==> config.mk <==
export PLATFORM = sky130hd
export DESIGN_NAME = fcmp_pipe
export DESIGN_NICKNAME = d
export VERILOG_FILES = /design/src/rtl/fpu_cmp_pkg.sv /design/src/rtl/fcmp_core.sv /design/src/rtl/fcmp_pipe.sv
export SDC_FILE = /design/constraint.sdc
export NUM_CORES = 1
export LEC_CHECK = 0
export ABC_AREA = 1
export CAP_MARGIN = 20
export CORE_MARGIN = 8
export CORE_UTILIZATION = 30
export CTS_CLUSTER_DIAMETER = 120
export CTS_CLUSTER_SIZE = 40
export DETAILED_ROUTE_END_ITERATION = 10
export PLACE_DENSITY = 0.67
export SLEW_MARGIN = 30
export SYNTH_ARGS = -nofsm -noshare
export SYNTH_HDL_FRONTEND = slang
export SYNTH_HIERARCHICAL = 1
export SYNTH_SLANG_ARGS = --single-unit
==> constraint.sdc <==
create_clock -name sys_clk -period 1.3 [get_ports sys_clk]
set_input_delay 0.26 -clock sys_clk [delete_from_list [all_inputs] [get_ports sys_clk]]
set_output_delay 0.26 -clock sys_clk [all_outputs]
set_load 0.01 [all_outputs]
==> src/rtl/fpu_cmp_pkg.sv <==
// Shared types and helpers for the FP compare pipe.
// Modes, class/compare bundles, binary32 classify, final result mux.
package fpu_cmp_pkg;

   localparam int FP_EXP_W = 8;
   localparam int FP_MAN_W = 23;
   localparam int FP_W     = 1 + FP_EXP_W + FP_MAN_W;

   localparam logic [31:0] FP_TRUE = 32'h3f800000;

   typedef enum logic [1:0] {
      CMP_FEQ  = 2'b00,
      CMP_FLT  = 2'b01,
      CMP_FLE  = 2'b10,
      CMP_RSVD = 2'b11
   } cmp_mode_e;

   typedef struct packed {
      logic is_nan;
      logic is_snan;
      logic is_zero;
      logic sign;
   } fp_class_t;

   // Classification plus raw compare results, ahead of the final mux.
   typedef struct packed {
      cmp_mode_e mode;
      logic      any_nan;
      logic      any_snan;
      logic      both_zero;
      logic      bit_eq;
      logic      s1;
      logic      s2;
      logic      mag_lt;
      logic      mag_gt;
   } cmp_pre_t;

   typedef struct packed {
      logic res;
      logic inv;
   } cmp_res_t;

   function automatic fp_class_t fp_class(input logic [FP_W-1:0] x);
      fp_class_t c;
      logic [FP_EXP_W-1:0] e;
      logic [FP_MAN_W-1:0] m;
      e = x[FP_W-2:FP_MAN_W];
      m = x[FP_MAN_W-1:0];
      c.is_nan  = (&e) & (|m);
      c.is_snan = c.is_nan & ~m[FP_MAN_W-1];
      c.is_zero = ~(|e) & ~(|m);
      c.sign    = x[FP_W-1];
      return c;
   endfunction

   function automatic cmp_res_t cmp_resolve(input cmp_pre_t p);
      cmp_res_t r;
      logic lt;
      r = '0;
      // Ordered less-than; sign decides unless both signs agree.
      if (p.both_zero)
         lt = 1'b0;
      else if (p.s1 != p.s2)
         lt = p.s1;
      else if (!p.s1)
         lt = p.mag_lt;
      else
         lt = p.mag_gt;
      unique case (p.mode)
         CMP_FEQ: begin
            r.res = ~p.any_nan & (p.bit_eq | p.both_zero);
            r.inv = p.any_snan;
         end
         CMP_FLT: begin
            r.res = ~p.any_nan & lt;
            r.inv = p.any_nan;
         end
         CMP_FLE: begin
            r.res = ~p.any_nan & (lt | p.both_zero | p.bit_eq);
            r.inv = p.any_nan;
         end
         default: begin
            r.res = 1'b0;
            r.inv = 1'b1;
         end
      endcase
      return r;
   endfunction

endpackage

==> src/rtl/fcmp_core.sv <==
// Combinational classify + compare for FEQ/FLT/FLE.
// Ports: mode, x1, x2 in; pre (pre-mux bundle), res {res, inv} out.
module fcmp_core
   import fpu_cmp_pkg::*;
#(
   parameter int EXP_W = 8,
   parameter int MAN_W = 23,
   localparam int W    = 1 + EXP_W + MAN_W
) (
   input  logic [1:0]   mode,
   input  logic [W-1:0] x1,
   input  logic [W-1:0] x2,
   output cmp_pre_t     pre,
   output cmp_res_t     res
);

   function automatic fp_class_t classify(input logic [W-1:0] x);
      fp_class_t c;
      logic [EXP_W-1:0] e;
      logic [MAN_W-1:0] m;
      e = x[W-2:MAN_W];
      m = x[MAN_W-1:0];
      c.is_nan  = (&e) & (|m);
      c.is_snan = c.is_nan & ~m[MAN_W-1];
      c.is_zero = ~(|e) & ~(|m);
      c.sign    = x[W-1];
      return c;
   endfunction

   fp_class_t c1;
   fp_class_t c2;

   always_comb begin
      c1            = classify(x1);
      c2            = classify(x2);
      pre           = '0;
      pre.mode      = cmp_mode_e'(mode);
      pre.any_nan   = c1.is_nan | c2.is_nan;
      pre.any_snan  = c1.is_snan | c2.is_snan;
      pre.both_zero = c1.is_zero & c2.is_zero;
      pre.bit_eq    = (x1 == x2);
      pre.s1        = c1.sign;
      pre.s2        = c2.sign;
      pre.mag_lt    = x1[W-2:0] < x2[W-2:0];
      pre.mag_gt    = x1[W-2:0] > x2[W-2:0];
      res           = cmp_resolve(pre);
   end

endmodule

==> src/rtl/fcmp_pipe.sv <==
// Pipelined FP compare with tag sideband and output back-pressure.
// Ports: sys_clk, rstn, in_valid/in_ready, mode, x1, x2, tag_in -> y, invalid, tag_out, out_valid/out_ready.
module fcmp_pipe
   import fpu_cmp_pkg::*;
#(
   parameter int          EXP_W    = 8,
   parameter int          MAN_W    = 23,
   parameter int          LATENCY  = 1,
   parameter int          TAG_W    = 5,
   parameter logic [31:0] TRUE_VAL = FP_TRUE,
   localparam int         W        = 1 + EXP_W + MAN_W
) (
   input  logic             sys_clk,
   input  logic             rstn,
   input  logic             in_valid,
   output logic             in_ready,
   input  logic [1:0]       mode,
   input  logic [W-1:0]     x1,
   input  logic [W-1:0]     x2,
   input  logic [TAG_W-1:0] tag_in,
   output logic [31:0]      y,
   output logic             invalid,
   output logic [TAG_W-1:0] tag_out,
   output logic             out_valid,
   input  logic             out_ready
);

   // With two or more stages the final mux moves after stage 1.
   localparam bit SPLIT = (LATENCY >= 2);

   cmp_pre_t core_pre;
   cmp_res_t core_res;
   cmp_res_t rsv;
   logic     advance;

   logic [LATENCY-1:0] vld_q, vld_d;
   logic [LATENCY-1:0] res_q, res_d;
   logic [LATENCY-1:0] inv_q, inv_d;
   logic [TAG_W-1:0]   tag_q [LATENCY];
   logic [TAG_W-1:0]   tag_d [LATENCY];
   cmp_pre_t           pre_q, pre_d;

   fcmp_core #(
      .EXP_W (EXP_W),
      .MAN_W (MAN_W)
   ) u_core (
      .mode (mode),
      .x1   (x1),
      .x2   (x2),
      .pre  (core_pre),
      .res  (core_res)
   );

   assign advance = ~vld_q[LATENCY-1] | out_ready;
   assign in_ready = advance;

   // Stage-1 classification feeds the mux for stage 2.
   assign rsv = cmp_resolve(pre_q);

   always_comb begin
      vld_d = vld_q;
      res_d = res_q;
      inv_d = inv_q;
      tag_d = tag_q;
      pre_d = pre_q;
      if (advance) begin
         vld_d[0] = in_valid;
         res_d[0] = core_res.res;
         inv_d[0] = core_res.inv;
         tag_d[0] = tag_in;
         pre_d    = core_pre;
         for (int i = 1; i < LATENCY; i++) begin
            vld_d[i] = vld_q[i-1];
            tag_d[i] = tag_q[i-1];
            if (SPLIT && i == 1) begin
               res_d[i] = rsv.res;
               inv_d[i] = rsv.inv;
            end else begin
               res_d[i] = res_q[i-1];
               inv_d[i] = inv_q[i-1];
            end
         end
      end
   end

   always_ff @(posedge sys_clk or negedge rstn) begin
      if (!rstn) begin
         vld_q <= '0;
         res_q <= '0;
         inv_q <= '0;
         pre_q <= '0;
         for (int i = 0; i < LATENCY; i++)
            tag_q[i] <= '0;
      end else begin
         vld_q <= vld_d;
         res_q <= res_d;
         inv_q <= inv_d;
         pre_q <= pre_d;
         for (int i = 0; i < LATENCY; i++)
            tag_q[i] <= tag_d[i];
      end
   end

   assign out_valid = vld_q[LATENCY-1];
   assign y         = res_q[LATENCY-1] ? TRUE_VAL : 32'h0;
   assign invalid   = inv_q[LATENCY-1];
   assign tag_out   = tag_q[LATENCY-1];

endmodule

; ---- Word level (Yosys, flattened, before mapping)
; Index checks and enable logic that the tools add are counted.
[op_classes]
order_cmp = 2
muxes = 5
mul = 0
add_sub_neg = 0
n_eq_ne = 4
n_div = 0
n_bitwise = 24
n_reduce_logical = 7
shift = 0
[ops]
columns = op, n
row1 = $reduce_or A23 Y1, 2
row2 = $eq A32 B32 Y1, 1
row3 = $gt A31 B31 Y1, 1
row4 = $lt A31 B31 Y1, 1
row5 = $mux W30, 1
row6 = $reduce_and A8 Y1, 2
row7 = $reduce_or A8 Y1, 2
row8 = $and A1 B1 Y1, 10
row9 = $not A1 Y1, 8
row10 = $or A1 B1 Y1, 6
row11 = $pmux W2 S3, 1
row12 = $mux W1, 3
row13 = $eq A2 B1 Y1 const B, 1
row14 = $eq A2 B2 Y1 const B, 1
row15 = $logic_not A2 Y1, 1
row16 = $ne A1 B1 Y1, 1
[totals]
reg_bits = 8
ramBits = 0
n_memories = 0
romBits = 0
inputBits = 75
latchBits = 0

; ---- Logic depth before layout (Yosys ltp)
[depth]
word_depth = 9
depth_mapped = 19

; ---- Cells and area by module
; Netlist, hierarchy kept.
[modules_own_cells]
columns = module, area_each_um2, cells_per_inst, instances, seq_area_each_um2
row1 = fcmp_core, 1298.7, 224, 1, 0.0
row2 = fcmp_pipe, 576.8, 67, 1, 200.2

; ---- Worst setup path before layout
; Ideal clock, no wire load.
[synth_path]
kind = input to register
startpoint = input port x2[30]
endpoint = register res_q
setup_time_ns = 0.117
n_path_buf = 0
stages = 15
t_required_ns = 1.183
arrival_time_ns = 1.516
slack_ns = -0.333
cell_sequence = inv_1 -> ha_1 -> nand2_1 -> nor2_2 -> nand4_2 -> nor3_2 -> nand3b_1 -> nand2_2 -> nand2_2 -> nand3_1 -> nand2_1 -> nand2_1 -> nor2_2 -> nand2_1 -> nand2_1
[synth_lines]
columns = element, line
row1 = "start, declared", fcmp_pipe.sv:19  ; input logic [W-1:0] x2,
row2 = "end signal, assigned", fcmp_pipe.sv:96  ; res_q <= res_d;
row3 = "end, declared", fcmp_pipe.sv:37  ; logic [LATENCY-1:0] res_q, res_d;

==> impl_metrics.ini <==
[sta]
hold_violations = 0
setup_ws_ns = -0.372
layout_worst_path_cycle_share = 1.29
finalCriticalPeriod_ns = 1.67
skew_ns = 0.00353
setup_viol = 9
max_freq_mhz = 598
rsz0062_at_grt = true
slew_viol_final = 0
finalSetupTns_ns = -1.86
hold_slack_ns = 0.315

[global_route]
antenna_found_initial = 0
grt_pass1_vias = 2234
grt.total_usage = 0.132
grt_pass1_wl_mm = 9.76
globalRouteOverflowTotal = 0
grt_max_degree = 9

[routing]
drc = 0
ant_nets = 0
wl_mm = 6.71
vias = 2199
wl_per_cell_um = 13.5
initialDrtViolationCount = 82
viasPerCell = 4.44
firstDrtPassIters = 4

[clock_tree]
htree_levels = 1
hold_buffers = 0
insertion_delay_ns = 0.22
clk_path_buf_depth = 2
clock-sinks = 8
cts_root_buf = clkbuf_8
cts_buffers = 3
cts_tree = built
path_clk_slew_ns = 0.04

[power_and_ir_drop]
power_leakage_nw = 1.98
power_density_nw_per_um2 = 460
power_mw = 1.69
ir_drop_mv = 0.374

[run_status]
failed_checks = setup timing
status = finished, violations left

[critical_path]
end_kind = flop
reg2reg_slack_ns = 0.44
timing.rr.end = tag_out[2]$_DFFE_PN0P_
critPathCapture = res_q$_DFFE_PN0P_
crit_fanout = 2
worstSetupPathType = in2reg
worstSetupStartpointType = primary input
timing.rr.start = out_valid$_DFFE_PN0P_
critPathArrivalTime_ns = 1.78
reg2regPathDepth = 3
startpoint = x2[6]
worstPathRequired_ns = 1.41

[logic_synthesis]
yosysWarnings = 6
synthCells = 284
netlist_area_um2 = 1830
avgSynthCellArea_um2 = 6.46

[final_layout]
fill_cells = 505
layout.nets = 532
area_growth_syn_to_layout_pct = 100
drive_gt1_frac = 0.483
diodes = 0
finalInstanceArea_um2 = 3670

[floorplan]
die_x_um = 94.2
dieArea_um2 = 8870
coreArea_um2 = 5920
die_h_um = 94.2
start_util = 0.310
pin_count = 115
num_rows = 28

[place]
place_hpwl_mm = 5.13
port_buffers = 89
placed_area_um2 = 2970
gp_congestion = 0.796
pre_cts_slack_ns = -0.983

[flow_run]
drv_cap = 0

[worst_hold_path]
hp-class = in2async
## cells in the final DEF (no fill, tap or decap), types with 3 or more instances in the layout
cell type,n
dlymetal6s2s_1,28
clkbuf_2,17
nor4_2,4
nor2_2,5
nand2_1,55
nor2_1,12
ha_4,28
clkbuf_8,3
nor2_4,6
conb_1,25
inv_2,31
nor4_1,5
ha_1,7
a21oi_2,4
nand2_2,12
nand2_4,7
inv_1,18
inv_4,4
dlygate4sd2_1,7
dfrtp_1,7
nand3_2,3
buf_6,16
a21oi_1,7
buf_4,53
nand4_1,9
clkdlybuf4s50_1,18
nand3_1,11
## metrics by stage
step / cells / util
floorplan: 308 / -
global placement: 481 / 0.502
detailed placement: 481 / 0.502
CTS: 486 / 0.557
global route: 495 / 0.620
finish: 495 / 0.620
## critical path, stage by stage
cell and delay [ns]:
dlymetal6s2s_1 0.10, inv_2 0.06, ha_4 0.28, nand2_4 0.06
nor2_4 0.11, buf_4 0.11, nand4_1 0.10, nand3b_1 0.25
nand2_2 0.10, nand2_2 0.07, nand3_2 0.06, nand2_2 0.05
nand2_2 0.06, nor2_2 0.04, nand2_1 0.05, nand2_1 0.04
## area by class of cell
cell class	count	area (µm²)	share of cell area
Multi-Input combinational cell	214	1830	0.499
Timing Repair Buffer	142	1290	0.352
Inverter	53	209	0.0569
Sequential cell	8	201	0.0549
Tap cell	75	93.8	0.0256
Clock buffer	3	41.3	0.0113
## power breakdown
part           switching [mW]  internal, mW
combinational           0.519         0.593
clock                  0.0859         0.200
sequential             0.0189         0.274
## layer usage
layer,up-vias,global-route usage,share of wire
li1,1129,-,-
met1,994,0.142,0.38
met2,72,0.254,0.54
met3,4,0.0304,0.071
met4,0,0.0238,0.0094
met5,-,0,0
## how the worst min path moves through the flow
| stage | end | slack, ns | cells past startpoint |
|---|---|---|---|
| floorplan | invalid$_DFFE_PN0P_ | -0.04 | 0 |
| global placement | tag_out[2]$_DFFE_PN0P_ | 0.50 | 2 |
| detailed placement | tag_out[3]$_DFFE_PN0P_ | 0.51 | 2 |
| CTS | tag_out[3]$_DFFE_PN0P_ | 0.33 | 1 |
| global route | tag_out[4]$_DFFE_PN0P_ | 0.36 | 1 |
| finish | tag_out[4]$_DFFE_PN0P_ | 0.31 | 1 |
## sequential cells by signal, indices dropped and copies added, names as in the netlist
signal and count:
tag_out 5, invalid 1, out_valid 1, res_q 1
## repair_timing
item,4_1_cts,5_1_grt
endpoints found under the setup margin,17,10
gates resized for setup,90,192
setup buffers,2,9
cloned,0,0
pin swaps,22,51
No activity file was read; power rests on OpenSTA's default activity.
